File: config.mk
export PLATFORM = sky130hd
export DESIGN_NAME = counter_step_ctrl
export DESIGN_NICKNAME = d
export VERILOG_FILES = /design/src/rtl/counter_step_ctrl_pkg.sv /design/src/rtl/button_debounce.sv /design/src/rtl/counter_step_ctrl.sv
export SDC_FILE = /design/constraint.sdc
export NUM_CORES = 1
export LEC_CHECK = 0
export CAP_MARGIN = 20
export CELL_PAD_IN_SITES_DETAIL_PLACEMENT = 1
export CELL_PAD_IN_SITES_GLOBAL_PLACEMENT = 2
export CORE_MARGIN = 2
export CORE_UTILIZATION = 41
export DETAILED_ROUTE_END_ITERATION = 16
export PLACE_DENSITY_LB_ADDON = 0.1
export SKIP_CTS_REPAIR_TIMING = 1
export SKIP_LAST_GASP = 1
export SLEW_MARGIN = 20
export SYNTH_ARGS = -nofsm -noshare
export SYNTH_HDL_FRONTEND = slang
export SYNTH_SLANG_ARGS = --single-unit
File: constraint.sdc
create_clock -name clk -period 3.6 [get_ports clk]
set_input_delay 0.9 -clock clk [delete_from_list [all_inputs] [get_ports clk]]
set_output_delay 0.9 -clock clk [all_outputs]
set_load 0.005 [all_outputs]
File: src/rtl/counter_step_ctrl_pkg.sv
// Shared types and constants for the counter_step_ctrl button-to-counter block.
//   state_e   : FSM states of the single-owner press/release arbiter
//   btn_idx_e : button index / owner encoding (BTN_NONE when no button owns the FSM)
//   NUM_BTN   : number of physical push-buttons (clear, up, down)
package counter_step_ctrl_pkg;

    localparam int unsigned NUM_BTN = 3;

    typedef enum logic [1:0] {
        IDLE,
        ARMED,
        COMMIT
    } state_e;

    typedef enum logic [1:0] {
        BTN_CLR  = 2'd0,
        BTN_UP   = 2'd1,
        BTN_DN   = 2'd2,
        BTN_NONE = 2'd3
    } btn_idx_e;

endpackage

File: src/rtl/button_debounce.sv
// Synchronises and debounces one raw push-button.
//   clk    : system clock
//   reset  : asynchronous active-low reset
//   raw    : asynchronous raw button level
//   rise   : 1-cycle pulse, coincident with the debounced level going high
//   fall   : 1-cycle pulse, coincident with the debounced level going low
// The debounced level flips only after DEBOUNCE_CYCLES consecutive synchronised samples
// that differ from it; any sample agreeing with the current level restarts the count.
module button_debounce
#(
    parameter int unsigned DEBOUNCE_CYCLES = 16
) (
    input  logic clk,
    input  logic reset,
    input  logic raw,
    output logic rise,
    output logic fall
);

    localparam int unsigned CntW = (DEBOUNCE_CYCLES > 1) ? $clog2(DEBOUNCE_CYCLES) : 1;
    localparam logic [CntW-1:0] CntLast = CntW'(DEBOUNCE_CYCLES - 1);

    logic [1:0]      sync_q;
    logic            level_q, level_d;
    logic [CntW-1:0] cnt_q, cnt_d;
    logic            rise_q, fall_q;
    logic            synced;

    assign synced = sync_q[1];

    always_comb begin
        level_d = level_q;
        cnt_d   = '0;
        if (synced != level_q) begin
            if (cnt_q == CntLast) begin
                level_d = synced;
            end else begin
                cnt_d = cnt_q + 1'b1;
            end
        end
    end

    always_ff @(posedge clk or negedge reset) begin
        if (!reset) begin
            sync_q  <= '0;
            level_q <= 1'b0;
            cnt_q   <= '0;
            rise_q  <= 1'b0;
            fall_q  <= 1'b0;
        end else begin
            sync_q  <= {sync_q[0], raw};
            level_q <= level_d;
            cnt_q   <= cnt_d;
            rise_q  <= ~level_q & level_d;
            fall_q  <= level_q & ~level_d;
        end
    end

    assign rise = rise_q;
    assign fall = fall_q;

endmodule

File: src/rtl/counter_step_ctrl.sv
// Arbitrates three debounced push-buttons (clear/up/down) onto one wrapping counter.
//   clk     : system clock
//   reset   : asynchronous active-low reset
//   btn_raw : raw buttons, [0]=clear [1]=up [2]=down
//   enable  : gates new presses only; an armed press still commits
//   count   : current counter value
//   step    : 1-cycle pulse when count is updated
//   wrap    : 1-cycle pulse with step when up/down wrapped
//   busy    : FSM not IDLE
//   owner   : index of the button owning the FSM, 3 when IDLE
// Optional macro AUTOREPEAT_EN: holding up/down repeats the step after REPEAT_DELAY cycles
// and every REPEAT_PERIOD cycles after; a release following a repeat does not commit again.
module counter_step_ctrl
    import counter_step_ctrl_pkg::*;
#(
    parameter int unsigned COUNT_WIDTH     = 3,
    parameter int unsigned COUNT_MAX       = 7,
    parameter int unsigned DEBOUNCE_CYCLES = 16,
    parameter int unsigned REPEAT_DELAY    = 500,
    parameter int unsigned REPEAT_PERIOD   = 100
) (
    input  logic                   clk,
    input  logic                   reset,
    input  logic [NUM_BTN-1:0]     btn_raw,
    input  logic                   enable,
    output logic [COUNT_WIDTH-1:0] count,
    output logic                   step,
    output logic                   wrap,
    output logic                   busy,
    output logic [1:0]             owner
);

    localparam logic [COUNT_WIDTH-1:0] CountMax = COUNT_WIDTH'(COUNT_MAX);

    if (COUNT_MAX >= (1 << COUNT_WIDTH) || DEBOUNCE_CYCLES == 0 ||
        REPEAT_DELAY == 0 || REPEAT_PERIOD == 0) begin : g_bad_cfg
        $error("counter_step_ctrl: illegal parameter combination");
    end

    logic [NUM_BTN-1:0] rise, fall;

    for (genvar i = 0; i < NUM_BTN; i++) begin : g_btn
        button_debounce #(
            .DEBOUNCE_CYCLES(DEBOUNCE_CYCLES)
        ) u_db (
            .clk  (clk),
            .reset(reset),
            .raw  (btn_raw[i]),
            .rise (rise[i]),
            .fall (fall[i])
        );
    end

    state_e                 state_q, state_d;
    btn_idx_e               owner_q, owner_d;
    logic [COUNT_WIDTH-1:0] count_q, count_d;
    logic                   step_q, step_d;
    logic                   wrap_q, wrap_d;
    logic                   owner_fall;
    logic                   do_op;

    logic                   up_wrap, dn_wrap;
    logic [COUNT_WIDTH-1:0] up_val, dn_val;

    assign up_wrap = (count_q == CountMax);
    assign up_val  = up_wrap ? '0 : count_q + 1'b1;
    assign dn_wrap = (count_q == '0);
    assign dn_val  = dn_wrap ? CountMax : count_q - 1'b1;

`ifdef AUTOREPEAT_EN
    localparam int unsigned RptMax = (REPEAT_DELAY > REPEAT_PERIOD) ? REPEAT_DELAY
                                                                     : REPEAT_PERIOD;
    localparam int unsigned RptW   = $clog2(RptMax + 1);

    // Counts down to the next repeat; reloaded on arm and after every repeat.
    logic [RptW-1:0] rpt_q, rpt_d;
    logic            repeated_q, repeated_d;
`endif

    always_comb begin
        unique case (owner_q)
            BTN_CLR: owner_fall = fall[0];
            BTN_UP:  owner_fall = fall[1];
            BTN_DN:  owner_fall = fall[2];
            default: owner_fall = 1'b0;
        endcase
    end

    always_comb begin
        state_d = state_q;
        owner_d = owner_q;
        count_d = count_q;
        step_d  = 1'b0;
        wrap_d  = 1'b0;
        do_op   = 1'b0;
`ifdef AUTOREPEAT_EN
        rpt_d      = rpt_q;
        repeated_d = repeated_q;
`endif

        unique case (state_q)
            IDLE: begin
                if (enable && (|rise)) begin
                    state_d = ARMED;
                    if (rise[0])      owner_d = BTN_CLR;
                    else if (rise[1]) owner_d = BTN_UP;
                    else              owner_d = BTN_DN;
`ifdef AUTOREPEAT_EN
                    rpt_d      = RptW'(REPEAT_DELAY - 1);
                    repeated_d = 1'b0;
`endif
                end
            end
            ARMED: begin
                if (owner_fall) begin
`ifdef AUTOREPEAT_EN
                    if (repeated_q) begin
                        state_d = IDLE;
                        owner_d = BTN_NONE;
                    end else begin
                        state_d = COMMIT;
                    end
`else
                    state_d = COMMIT;
`endif
                end
`ifdef AUTOREPEAT_EN
                else if (owner_q != BTN_CLR) begin
                    if (rpt_q == '0) begin
                        do_op      = 1'b1;
                        repeated_d = 1'b1;
                        rpt_d      = RptW'(REPEAT_PERIOD - 1);
                    end else begin
                        rpt_d = rpt_q - 1'b1;
                    end
                end
`endif
            end
            COMMIT: begin
                do_op   = 1'b1;
                state_d = IDLE;
                owner_d = BTN_NONE;
            end
            default: begin
                state_d = IDLE;
                owner_d = BTN_NONE;
            end
        endcase

        if (do_op) begin
            step_d = 1'b1;
            unique case (owner_q)
                BTN_CLR: count_d = '0;
                BTN_UP: begin
                    count_d = up_val;
                    wrap_d  = up_wrap;
                end
                BTN_DN: begin
                    count_d = dn_val;
                    wrap_d  = dn_wrap;
                end
                default: step_d = 1'b0;
            endcase
        end
    end

    always_ff @(posedge clk or negedge reset) begin
        if (!reset) begin
            state_q <= IDLE;
            owner_q <= BTN_NONE;
            count_q <= '0;
            step_q  <= 1'b0;
            wrap_q  <= 1'b0;
        end else begin
            state_q <= state_d;
            owner_q <= owner_d;
            count_q <= count_d;
            step_q  <= step_d;
            wrap_q  <= wrap_d;
        end
    end

`ifdef AUTOREPEAT_EN
    always_ff @(posedge clk or negedge reset) begin
        if (!reset) begin
            rpt_q      <= '0;
            repeated_q <= 1'b0;
        end else begin
            rpt_q      <= rpt_d;
            repeated_q <= repeated_d;
        end
    end
`endif

    assign count = count_q;
    assign step  = step_q;
    assign wrap  = wrap_q;
    assign busy  = (state_q != IDLE);
    assign owner = owner_q;

endmodule

[Yosys cells after proc, flatten, opt, wreduce, memory -nomap -nowiden]
Index checks and enable logic that the tools add are counted.
Storage, ports and cells
  logic and storage cells: 90
  output and inout port bits: 8
  input port bits: 6
  bits in registers: 36
Cells by class
  bitwise operators: 13
  add/sub/neg operators: 5
  multiplexer cells: 28
  equality and inequality tests: 13
  reductions and logical operators: 11
Operators by type and width (count)
  4-bit two-way mux: 6
  4-bit by 1-bit adder with 4-bit output (second input constant): 3
  4-bit == test (second input constant): 3
  1-bit two-way mux: 10
  2-bit two-way mux: 5
  3-bit case mux with 3 select lines: 1
  2-bit case mux with 2 select lines: 2
  1-bit inverter: 7
  1-bit bitwise AND: 6
  3-bit two-way mux: 2
  2-bit AND reduction: 3
  3-bit OR reduction: 2
  2-bit by 1-bit == test with 1-bit output (second input constant): 2
  2-bit == test (second input constant): 2
  2-bit logical NOT: 2
  2-bit != test (second input constant): 2
  3-bit by 1-bit adder with 3-bit output (second input constant): 1
  3-bit == test (second input constant): 1
  3-bit logical NOT: 1
  1-bit != test: 3
  1-bit case mux with 3 select lines: 1
  3-bit nonzero test: 1
  3-bit by 1-bit subtractor with 3-bit output (second input constant): 1
  1-bit case mux with 2 select lines: 1
  2 further kinds: 2

[Depth between registers and ports, before layout]
Gate-level depths: netlist of run 1.
  word-level depth: 5
  depth in mapped cells: 5
  mapped depth without buffers: 5

[By module]
Synthesis of run 1 repeated with hierarchy kept, for this count alone.
Unflattened totals
  cells, all modules: 119
  area, all modules: 1569.0 µm²
Modules (own cells, without submodules)
  button_debounce: seq. area each 225.2 µm², times used 3, cells each 22, area each 335.3 µm²
  counter_step_ctrl: seq. area each 227.7 µm², times used 1, cells each 53, area each 563.0 µm²

[Worst setup path before layout of run 1]
No wires, ideal clock.
  kind: register to output
  from: register state_q[0]
  to: output busy
  stages on the path, launching flop included: 2
  data arrival time: 0.653 ns
  path slack: 2.047 ns
  cell sequence: dfrtp_1 > or2_1
On the way
  word-level cells in the longest chain between the ends: 1
RTL lines
  from (decl): RTL line counter_step_ctrl.sv:54  | state_e state_q, state_d;
  from (signal assigned): RTL line counter_step_ctrl.sv:175  | state_q <= state_d;
  2-bit nonzero test: RTL line counter_step_ctrl.sv:198  | assign busy = (state_q != IDLE);
  to (decl): RTL line counter_step_ctrl.sv:29  | output logic busy,
No other way between the ends.

[Final worst setup path of run 1]
  from: register state_q[1]
  to: output busy
Same word-level chain as after synthesis.

==> qor.yml, run 1 <==
result_of_the_run: "completed"
die_area_sq_um: 4370
synthesized_area_fraction_occupied_by_ao_oa_aoi_and_oai_cells: 0.0957
drcViolationCount: 0
timing.clock.skew_ns: 0.00505
grt.overflow.total: 0
start_util: 0.429
die_x_microns: 66.1
gpl.final_weighted_congestion: 0.736
synth.area.mux_share: 0.0277
synthesis.area_sq_um: 1580
cts-buffers-inserted: 5
root_buffer: "clkbuf_8"
synth-warning-count: 0
timing.max_slew.rel_slack: 0.703
fp.dieH_microns: 66.1
synth.yosys.seq_area_share: 0.571
timing.hold.worst.start: "g_btn[1].u_db.sync_q[0]"
power.density_nw_per_um2: 406
worst_ep_required_time_ns: 2.70
hold_violation_count_in_the_final_report: 0
simple_gate_portion_of_the_synthesized_area: 0.164
timing.final.ws_setup_ns: 1.26
setup_total_negative_slack_ns: 0
io_buffers: 13
pre_cts_ws_ns: 1.58
design.final.nets: 168
clock_sinks: 36
rsz_0062_raised_after_global_routing: "no"
detailroute.via_count: 1044
synth.net_count: 147
startpoint_type: "flip-flop"
synth_ff_type: "dfrtp_1"
worst-r2r-setup-slack_ns: 1.85
grt_max_degree: 37
drt_iter0_drc: 20
io-pin-count: 14
fp.coreArea_sq_um: 3690
yosys-top-cells-area: "dfrtp_1, ha_1, nor3b_1"
drive_above_1_share: 0.0855
r2r_start: "owner[0]"
fin_crit_sh: 0.650
syn-instance-count: 130
row_count: 22
synth-adder-area-share: 0.0870
insertion_delay_ns: 0.29
post-synth-top-area-cell: "dfrtp_1"
min_path_cells: 0
drt_wl_total_mm: 2.90
final-max-slew-violation-count: 0
critical_path_class: "reg -> out"
htree_levels: 2
synth_cell_type_count: 32
synth_edf_count: 0
drt_first_pass_iters: 4
diodes: 0
yosys_register_bits: 36
post_synth_xor_area_fraction: 0.0332
wire_length_of_the_first_global_routing_pass_mm: 5.04
worst-endpoint-arrival_ns: 1.44
signed_area_change_from_the_synthesized_netlist_to_the_final_layout_pct: 18.4
worst-r2r-cell-count: 5
crit_path_max_fo: 7
globalRouteTotalUtil: 0.161
drt-vias-per-instance: 5.22
max_slew.worst_pin.slew_ns: 0.446
ant_nets: 0
routed_wire_length_per_instance_microns: 14.5
max_freq_mhz: 428
synth_top_family_by_area: "simple AND/OR/NAND/NOR gates"
min_to: "g_btn[1].u_db.sync_q[1]"
leakagePower_nw: 0.820
synthDominantCellAreaShare: 0.538
setup_viol_count_final: 0
nature_of_the_critical_path_endpoint: "output port"
clockBufferDepth: 2
maxCapViolations: 0
clk_transition_reported_paths_ns: 0.07
first_global_vias: 1096
hp-class: "reg -> reg"
synth-async-reset-ratio: 1.00
ir_worst_vdd_uv: 270
initial_antenna_violation_count: 0
avgSynthCellArea_sq_um: 12.2
place_hpwl_mm: 2.09
final_period_minus_worst_setup_slack_ns: 2.34
tritoncts: "done"
r2r-end: "state_q[1]"
final cells by class:
type	count	area, sq um
Sequential cell	36	903
Timing Repair Buffer	14	138
Fill cell	404	1820
Tap cell	48	60.1
Inverter	9	33.8
Multi-Input combinational cell	85	644
Clock buffer	6	82.6
Clock inverter	2	10.0
worst max path at each step:
stage	startpoint	end	depth (start not counted)
final	state_q[1]	busy	2
after global routing	state_q[1]	busy	2
after CTS	state_q[1]	busy	2
after detailed placement	state_q[1]	busy	2
after global placement	state_q[0]	busy	2
after floorplan	state_q[0]	busy	1
cell usage in the layout (no fill, tap or decap), types with 2 or more instances in the layout:
master           count
a21oi_1              9
clkbuf_8             6
clkdlybuf4s50_1     13
clkinv_2             2
dfrtp_1             34
dfstp_2              2
ha_1                11
inv_1                9
mux2_1               3
nand2_1              5
nand3_1              3
nand4b_1             4
nor2_1               5
nor2b_1              6
nor3b_1              9
o21ai_0              3
o21ai_1              3
or3_1                2
xnor2_1              6
worst max-delay path: stages, from the launching register on:
cell	delay, ns
dfrtp_1	0.45
or2_1	0.25
clkdlybuf4s50_1	0.44
state kept, by name, indices dropped and copies added, names as in the netlist, 2 cells and up:
name,cells
g_btn.u_db.level_q,3
count,3
g_btn.u_db.cnt_q,12
owner,2
state_q,2
g_btn.u_db.sync_q,6
g_btn.u_db.rise,3
g_btn.u_db.fall,3
power breakdown:
group	internal (mW)	switching (mW)	total, mW
Sequential	0.416	0.0109	0.427
Clock	0.153	0.145	0.298
Combinational	0.0172	0.0184	0.0356
cell families after synthesis:
| logic type | count (synthesis) |
|---|---|
| flops | 36 |
| mux | 4 |
| buf+inv | 9 |
| simple gates | 40 |
| xor+xnor | 6 |
| compound gates | 24 |
| fa+ha+maj | 11 |
routing by layer:
metal | GRT usage | wire length [microns] | part of all wire
met1 | 0.190 | 1260 | 0.43
met2 | 0.268 | 1480 | 0.51
met3 | 0.0511 | 104 | 0.036
met4 | 0.0689 | 60 | 0.021
met5 | 0 | 0 | 0
stage by stage:
stage	utilization	hold slack, ns	cell area [sq um]	total power, mW	std cells
floorplan	-	0.331	1580	0.450	130
global placement	0.482	0.336	1780	0.468	192
detailed placement	0.482	0.336	1780	0.471	192
CTS	0.507	0.353	1870	0.772	200
global route	0.507	0.371	1870	0.799	200
finish	0.507	0.351	1870	0.760	200
Yosys cell counts, types with 2 or more instances:
| master | count |
|---|---|
| dfrtp_1 | 34 |
| ha_1 | 11 |
| a21oi_1 | 9 |
| inv_1 | 9 |
| nor3b_1 | 9 |
| nor2b_1 | 6 |
| xnor2_1 | 6 |
| nand2_1 | 5 |
| nor2_1 | 5 |
| nand4b_1 | 4 |
| mux2_1 | 3 |
| nand3_1 | 3 |
| o21ai_0 | 3 |
| o21ai_1 | 3 |
| dfstp_2 | 2 |
| or3_1 | 2 |
No activity file was read; power rests on OpenSTA's default activity.
==> run 2: changes to the inputs <==
--- a/config.mk
+++ b/config.mk
@@ -9,7 +9,7 @@
 export CELL_PAD_IN_SITES_DETAIL_PLACEMENT = 1
 export CELL_PAD_IN_SITES_GLOBAL_PLACEMENT = 2
 export CORE_MARGIN = 2
-export CORE_UTILIZATION = 41
+export CORE_UTILIZATION = 38
 export DETAILED_ROUTE_END_ITERATION = 16
 export PLACE_DENSITY_LB_ADDON = 0.1
 export SKIP_CTS_REPAIR_TIMING = 1
==> constraint.sdc (replaced) <==
create_clock -name clk -period 2.28 [get_ports clk]
set_input_delay 0.57 -clock clk [delete_from_list [all_inputs] [get_ports clk]]
set_output_delay 0.57 -clock clk [all_outputs]
set_load 0.005 [all_outputs]
==> qor.yml, run 2 (synthesized netlist as in run 1, its figures left out) <==
die_x_microns: 68.5  # +3.6%
power.combinational.fraction: 0.047  # about the same
worst_ep_required_time_ns: 1.71  # -0.99 ns
insertion_delay_ns: 0.28  # about the same
signed_area_change_from_the_synthesized_netlist_to_the_final_layout_pct: 18.6
worst-r2r-cell-count: 5  # unchanged
max_slew.worst_pin.slew_ns: 0.452  # +0.00616 ns
rsz_0062_raised_after_global_routing: "no"
gpl.final_weighted_congestion: 0.842  # +14%
maxCapViolations: 0  # unchanged
critPathCapture: "busy"
largest_register_ffs: 12  # unchanged
ir_worst_vdd_uv: 427  # +58%
setup_viol_count_final: 0  # unchanged
startpoint_type: "flip-flop"
cts-buffers-inserted: 5  # unchanged
hp-class: "reg -> reg"
max_freq_mhz: 503
final_period_minus_worst_setup_slack_ns: 1.99
layout_commonest_cell: "dfrtp_1"
drt_iter0_drc: 38  # +90%
clock_sinks: 36  # unchanged
detailroute.via_count: 1038  # -0.57%
row_count: 23  # +4.5%
switching_power_uw: 262  # +50%
power.share.sequential: 0.566  # +0.004
crit_path_max_fo: 7  # unchanged
drt_wl_total_mm: 2.83  # -2.5%
leakagePower_nw: 0.814  # -0.79%
ant_nets: 0  # unchanged
fp.coreArea_sq_um: 4000  # +8.4%
grt.overflow.total: 0  # unchanged
drive_above_1_share: 0.0789  # -0.00658
fin_crit_sh: 0.872
largest_registers: "g_btn.u_db.cnt_q (12), g_btn.u_db.sync_q (6)"
htree_levels: 2  # unchanged
io-pin-count: 14  # unchanged
r2r-end: "state_q[0]"
diodes: 0  # unchanged
drt-vias-per-instance: 5.14  # -1.6%
clock_power_share: 0.387  # -0.005
timing.max_slew.rel_slack: 0.699  # -0.00411
hold_violation_count_in_the_final_report: 0  # unchanged
routed_wire_length_per_instance_microns: 14.0  # -3.5%
fill_cell_total_of_the_finished_layout: 417  # +3.2%
globalRouteTotalUtil: 0.146  # -0.0145
most-common-layout-cells: "dfrtp_1, clkdlybuf4s50_1, ha_1"
r2r_start: "owner[0]"
initial_antenna_violation_count: 0  # unchanged
wire_length_of_the_first_global_routing_pass_mm: 4.91  # -2.7%
design.final.nets: 168  # unchanged
worst-endpoint-arrival_ns: 1.42  # -0.02 ns
start_util: 0.395  # -0.0334
timing.clock.skew_ns: 0.00244  # -0.00261 ns
worst-r2r-setup-slack_ns: 0.61  # -1.24 ns
drcViolationCount: 0  # unchanged
timing.final.ws_setup_ns: 0.293  # -0.968 ns
io_buffers: 13  # unchanged
clockBufferDepth: 2  # unchanged
setup_total_negative_slack_ns: 0  # unchanged
nature_of_the_critical_path_endpoint: "output port"
clk_transition_reported_paths_ns: 0.07  # about the same
cell_internal_pwr_uw: 929  # +59%
place_hpwl_mm: 2.02  # -3.5%
stdcell_area_sq_um: 1880  # +0.20%
swShare: 0.220  # -0.00970
power.density_nw_per_um2: 635  # +56%
tritoncts: "done"
final-max-slew-violation-count: 0  # unchanged
drt_first_pass_iters: 4  # unchanged
fp.dieH_microns: 68.5  # +3.6%
max_flop_register: "g_btn.u_db.cnt_q"
root_buffer: "clkbuf_8"
cp-startpoint: "state_q[0]"
post-layout-total-power_mw: 1.19  # +57%
timing.hold.ws_ns: 0.354  # +0.00231 ns
pre_cts_ws_ns: 0.586  # -0.990 ns
placed_cell_area_sq_um: 1780  # +0.14%
grt_max_degree: 37  # unchanged
critical_path_class: "reg -> out"
die_area_sq_um: 4690  # +7.4%
first_global_vias: 1091  # -0.46%
result_of_the_run: "completed"
run 2: cell count changes in the layout (fill, tap and decap cells not counted):
cell        delta
clkbuf_1       +1
clkinv_2       -2
clkinvlp_4     +1
run 2: per-layer routing:
metal / vias up / wire [microns] / GRT usage
met5: - / 0 / 0
met4: 0 / 25 / 0.0800
met3: 2 / 119 / 0.0487
met2: 15 / 1420 / 0.240
met1: 521 / 1270 / 0.167
li1: 500 / - / -
run 2: power groups by stage:
stage	sequential, mW	clock [mW]	combinational [mW]
5_1_grt	0.676	0.518	0.0657
3_3_place_gp	0.684	0	0.0558
6_report	0.674	0.461	0.0559
2_1_floorplan	0.682	0	0.0289
4_1_cts	0.673	0.493	0.0579
3_5_place_dp	0.686	0	0.0571
run 2: worst min-delay path by stage:
stage	endpoint	slack, ns	startpoint	cells past startpoint
2_1_floorplan	count[0]	0.27	reset	0
3_3_place_gp	g_btn[1].u_db.sync_q[1]	0.34	g_btn[1].u_db.sync_q[0]	0
3_5_place_dp	g_btn[1].u_db.sync_q[1]	0.34	g_btn[1].u_db.sync_q[0]	0
4_1_cts	g_btn[2].u_db.sync_q[1]	0.36	g_btn[2].u_db.sync_q[0]	0
5_1_grt	g_btn[1].u_db.sync_q[1]	0.36	g_btn[1].u_db.sync_q[0]	0
6_report	g_btn[1].u_db.sync_q[1]	0.35	g_btn[1].u_db.sync_q[0]	0
run 2: cell type report:
type	instances	area [sq um]	area share
clock buffers	7	86.3	0.0460
inverters	9	33.8	0.0180
well taps	50	62.6	0.0334
repair buffers	14	138	0.0734
clock inverters	1	7.51	0.00400
multi-input cells	85	644	0.344
flip-flops and latches	36	903	0.482
run 2: per-stage QoR:
step	util	std cells
finish	0.469	202
global route	0.469	202
detailed placement	0.445	194
global placement	0.445	194
floorplan	-	130
CTS	0.469	202
run 2: critical path, cell delays in order (launching register included):
cell and delay [ns]:
dfrtp_1 0.47, or2_1 0.23, clkdlybuf4s50_1 0.44
